`src/rtl/chs_zone_ctrl.sv`:
```
// chs_zone_ctrl: per-zone cool/heat hysteresis FSM with glitch-free fan PWM; define CHS_RAMP_EN for a 1-LSB-per-period duty ramp
module chs_zone_ctrl #(
  parameter int ZONES   = 2,
  parameter int PWM_W   = 8,
  parameter int TEMP_W  = 8,
  parameter int HYST    = 2,
  parameter int MIN_OFF = 16
) (
  input  logic                    clk,
  input  logic                    arst,
  input  logic [ZONES-1:0]        zone_en,
  input  logic [ZONES*TEMP_W-1:0] temp,
  input  logic [TEMP_W-1:0]       t_low,
  input  logic [TEMP_W-1:0]       t_high,
  input  logic [ZONES*PWM_W-1:0]  speed,
  output logic [2*ZONES-1:0]      chs_mode,
  output logic [4*ZONES-1:0]      chs_power,
  output logic [ZONES-1:0]        pwm_data,
  output logic                    cfg_err
);
  localparam logic [1:0] S_OFF = 2'b00, S_COOL = 2'b01, S_HEAT = 2'b10;
  localparam int DW = $clog2(MIN_OFF + 2);
  localparam logic [TEMP_W:0] HY = (TEMP_W+1)'(HYST);
  localparam logic [TEMP_W:0] T_MAX = {1'b0, {TEMP_W{1'b1}}};
  logic [PWM_W-1:0] cnt;
  logic wrap;
  logic [TEMP_W:0] thr_c, thr_h, sum_h;
  assign wrap  = &cnt;
  assign thr_c = ({1'b0, t_high} >= HY) ? {1'b0, t_high} - HY : '0;
  assign sum_h = {1'b0, t_low} + HY;
  assign thr_h = (sum_h > T_MAX) ? T_MAX : sum_h;
  // signed difference in TEMP_W+1 bits, clamped to the 1..15 power range
  function automatic logic [3:0] sat4(input logic [TEMP_W:0] d);
    return (d[TEMP_W] || d == '0) ? 4'd1 : (d > (TEMP_W+1)'(15)) ? 4'd15 : d[3:0];
  endfunction
  always_ff @(posedge clk)
    if (arst) begin
      cnt     <= '0;
      cfg_err <= 1'b0;
    end else begin
      cnt     <= cnt + 1'b1;
      cfg_err <= t_low >= t_high;
    end
  for (genvar g = 0; g < ZONES; g++) begin : g_zone
    logic [TEMP_W-1:0] t;
    logic [1:0]        st, nst;
    logic [DW-1:0]     dwell;
    logic [PWM_W-1:0]  duty, tgt;
    logic [TEMP_W:0]   dc, dh;
    logic [3:0]        pw, pw_n;
    assign t    = temp[g*TEMP_W +: TEMP_W];
    assign tgt  = (st == S_OFF) ? '0 : speed[g*PWM_W +: PWM_W];
    assign dc   = {1'b0, t} - {1'b0, t_high};
    assign dh   = {1'b0, t_low} - {1'b0, t};
    assign nst  = (!zone_en[g] || cfg_err) ? S_OFF :
                  (st == S_COOL) ? (({1'b0, t} <= thr_c) ? S_OFF : S_COOL) :
                  (st == S_HEAT) ? (({1'b0, t} >= thr_h) ? S_OFF : S_HEAT) :
                  (dwell != '0)  ? S_OFF :
                  (t > t_high)   ? S_COOL :
                  (t < t_low)    ? S_HEAT : S_OFF;
    assign pw_n = (nst == S_COOL) ? sat4(dc) : (nst == S_HEAT) ? sat4(dh) : 4'd0;
    always_ff @(posedge clk)
      if (arst) begin
        st    <= S_OFF;
        dwell <= '0;
        duty  <= '0;
        pw    <= '0;
      end else begin
        st    <= nst;
        pw    <= pw_n;
        dwell <= (nst == S_OFF && st != S_OFF) ? DW'(MIN_OFF) : (dwell != '0) ? dwell - 1'b1 : dwell;
`ifdef CHS_RAMP_EN
        if (wrap) duty <= (tgt > duty) ? duty + 1'b1 : tgt;
`else
        if (wrap) duty <= tgt;
`endif
      end
    assign chs_mode[2*g +: 2]  = st;
    assign chs_power[4*g +: 4] = pw;
    assign pwm_data[g]         = cnt < duty;
  end
endmodule

```
`config.mk`:
```
export PLATFORM = sky130hd
export DESIGN_NAME = chs_zone_ctrl
export DESIGN_NICKNAME = d
export VERILOG_FILES = /design/src/rtl/chs_zone_ctrl.sv
export SDC_FILE = /design/constraint.sdc
export NUM_CORES = 1
export LEC_CHECK = 0
export ABC_AREA = 1
export ABC_CLOCK_PERIOD_IN_PS = 3850
export CORE_MARGIN = 3
export CORE_UTILIZATION = 35
export DETAILED_ROUTE_END_ITERATION = 6
export HOLD_SLACK_MARGIN = 0.03
export PLACE_DENSITY_LB_ADDON = 0.15
export SYNTH_ARGS = -nofsm -noshare
export SYNTH_HDL_FRONTEND = slang
export SYNTH_SLANG_ARGS = --single-unit
export TNS_END_PERCENT = 10
```
`constraint.sdc`:
```
create_clock -name clk -period 3.85 [get_ports clk]
set_input_delay 0.77 -clock clk [delete_from_list [all_inputs] [get_ports clk]]
set_output_delay 0.77 -clock clk [all_outputs]
set_load 0.1 [all_outputs]
```
==> impl_metrics.tcl <==
set metrics [dict create \
    status "complete, no violations" \
    netlist.area_leader.share_pct 20.20 \
    hold_viol_final 0 \
    die_area_um2 18220 \
    overflow 0 \
    num_rows 46 \
    tightest_slew_ns 1.007 \
    setup_viol_count_final 0 \
    yosys_warnings 0 \
    syn_to_final_growth_pct 20.20 \
    clockBufferDepth 2 \
    cpMostUsedCell "nand2_1" \
    vias 5799 \
    drive_gt1_share_pct 7.262 \
    yosysSeqAreaShare_pct 16.16 \
    synthTopCellsByCount "nand2_1 (230), inv_1 (167), nor2_1 (107)" \
    drtIter0Drc 241 \
    worstPathRequired_ns 4.08 \
    antenna_cells 0 \
    clk_latency_ns 0.29 \
    finClkSkew_ns 0.003734 \
    crit_path_top_delay_cell "clkdlybuf4s50_1" \
    finalNonFillerCells 1235 \
    ir_drop_mv 0.2096 \
    maxCapViolations 0 \
    final_antenna_net_count 0 \
    start_util_pct 36.26 \
    drt_pass1_iterations 5 \
    min_period_ns 3.401 \
    synth_area_leaders "ha_1 (20%), dfxtp_1 (16%), nand2_1 (15%)" \
    synth_edf_count 0 \
    tns_ns 0 \
    grt_pass1_wl_um 26540 \
    max_freq_mhz 294.0 \
    synth_top_cell_by_area "ha_1" \
    slew_headroom_pct 32.69 \
    gp_congestion 0.8714 \
    ctsHoldBuffers 0 \
    leakage_uw 0.003578 \
    vias_per_cell 4.696 \
    grt_pass1_vias 5446 \
    io_buffers 66 \
    core_area_um2 16060 \
    placedCellCount 1227 \
    synth_seq_cells 47 \
    syn_inst 935 \
    cp_cell_sequence "clkdlybuf4s50_1 -> buf_4 -> nand3_1 -> nand3b_1 -> xor2_1 -> inv_1 -> nand3_1 -> nand2_1 -> nor2_1 -> ha_1 -> nand2_1 -> nand2_1 -> nand2_1 -> nand2_1 -> nand2_1 -> nand4_1 -> a21oi_2 -> nand2_2 -> nor2_1 -> nand2_1 -> a21oi_1" \
    drc 0 \
    critical_path_class "primary input to flop" \
    die_y_um 135.0 \
    syn-cell-area_um2 5822 \
    synth.most_common_cell "nand2_1" \
    htreeDepth 2 \
    post_dp_cell_area_um2 6805 \
    final.fill_count 1752 \
    antenna_found_initial 0 \
    ios 67 \
    fin_area_um2 6998 \
    maxSlewViolCount 0 \
    clockRootBuffer "clkbuf_16" \
    final_nets 1168 \
    start_kind "primary input" \
    cts_tree "done" \
    die_w_um 135.0 \
    rsz0062_at_grt "false" \
    gr-usage-all-layers_pct 17.99 \
    async_reset_ff_share_pct 0 \
    dp_hpwl_um 13610 \
    cts_buffers 5 \
    holdWs_ns 0.4643 \
    grt_max_degree 31 \
    crit_path_end_kind "flop" \
    post_cts_buffers 0 \
    wirelength_um 15950 \
    min_path_type "flop to flop" \
    arrival_ns 3.63 \
    cp_slowest_stage_delay_ns 0.51 \
    period_share_pct 88.33 \
    cts_num_sinks 47 \
    synthesis.nets 1085 \
    path_clk_slew_ns 0.06 \
    cp_max_fo 5 \
    routedWlPerCell_um 12.91 \
    syn_area_per_cell_um2 6.227 \
    synthFlopType "dfxtp_1" \
    powerDensity_nw_per_um2 318.5 \
    ys_types 40 \
]
[critical path, delay by kind of cell]
| family | cells | cell delay [ns] |
|---|---|---|
| adders and majority gates | 1 | 0.29 |
| AOI/OAI and AO/OA | 2 | 0.32 |
| xor gates and xnor gates | 1 | 0.15 |
| buffers and inverters | 3 | 0.76 |
| and+or+nand+nor | 14 | 1.33 |
[final cells by class]
type	instances	area (um^2)	share of cell area, %
Clock buffer	6	138.9	1.985
Tap cell	216	270.3	3.862
Clock inverter	2	35.03	0.5006
Inverter	173	650.6	9.297
Multi-Input combinational cell	708	4177	59.68
Timing Repair Buffer	83	785.8	11.23
Sequential cell	47	940.9	13.45
[sequential cells by signal, indices dropped and copies added (netlist names)]
| signal | cells |
|---|---|
| g_zone.duty | 16 |
| cfg_err | 1 |
| g_zone.pw | 8 |
| g_zone.st | 4 |
| cnt | 8 |
| g_zone.dwell | 10 |
[path summary, 6_finish.rpt]
check	start	to	slack (ns)	depth (start not counted)
setup / recovery	t_low[2]	g_zone[0].pw[2]$_SDFF_PP0_	0.45	21
hold / removal	g_zone[1].duty[5]$_SDFFE_PP0P_	g_zone[1].duty[5]$_SDFFE_PP0P_	0.46	2
setup reg to reg	cnt[1]$_SDFF_PP0_	g_zone[0].duty[4]$_SDFFE_PP0P_	1.71	8
hold reg to reg	g_zone[1].duty[5]$_SDFFE_PP0P_	g_zone[1].duty[5]$_SDFFE_PP0P_	0.46	2
[power by group]
group | internal (uW) | total [uW] | leakage [uW] | switching [uW]
clock network | 323 | 513 | 0.0000868 | 190
logic | 415 | 1130 | 0.00311 | 718
registers | 544 | 582 | 0.000382 | 38.5
[cells in the final DEF (no fill, tap or decap), drive strengths merged, types with 2 or more instances in the layout]
cell / netlist / routed
ha: 94 / 94
a211oi: 14 / 14
clkbuf: 3 / 6
a21oi: 78 / 78
nor3: 16 / 16
o21ai: 22 / 22
or2: 3 / 3
clkdlybuf4s50: 0 / 63
nand2: 248 / 248
a21boi: 4 / 4
o211ai: 2 / 2
nand4: 16 / 16
inv: 170 / 170
xor2: 11 / 11
dfxtp: 47 / 47
xnor2: 3 / 3
fa: 4 / 4
nand3: 56 / 56
clkinv: 3 / 4
o2111ai: 2 / 2
nor2: 116 / 116
nand3b: 10 / 10
a21o: 3 / 3
buf: 4 / 19
[routing by layer]
layer / part of all wire (%) / GRT usage (%) / wire length, um / vias up
met2: 46 / 30.52 / 7265 / 78
met5: 0 / 0 / 0 / -
li1: - / - / - / 3173
met3: 3.1 / 2.235 / 491 / 15
met4: 1.2 / 3.135 / 191 / 0
met1: 50 / 24.86 / 7998 / 2533
[stage by stage]
step | setup slack, ns | total power, uW | utilization (%)
CTS | 0.2915 | 2249 | 43.46
detailed placement | -0.01273 | 1729 | 42.38
global placement | 0.05190 | 1725 | 42.38
floorplan | 0.4566 | 1428 | -
finish | 0.4492 | 2229 | 43.58
global route | 0.01925 | 2447 | 43.58
[logic make-up (layout without fill, tap and decap cells)]
| group | after synthesis | after routing | share of synthesized area [%] |
|---|---|---|---|
| fa+ha+maj | 98 | 98 | 21.58 |
| xor+xnor | 14 | 14 | 2.106 |
| simple gates | 467 | 467 | 35.05 |
| compound gates | 129 | 129 | 12.72 |
| flops | 47 | 47 | 16.16 |
| buf+inv | 180 | 264 | 12.38 |
[what timing repair did]
| action | 4_1_cts | 5_1_grt |
|---|---|---|
| endpoints found under the hold margin | 0 | 0 |
| endpoints found under the setup margin | 0 | 10 |
| resized for setup | 0 | 5 |
Power figures use the tool's default switching activity.
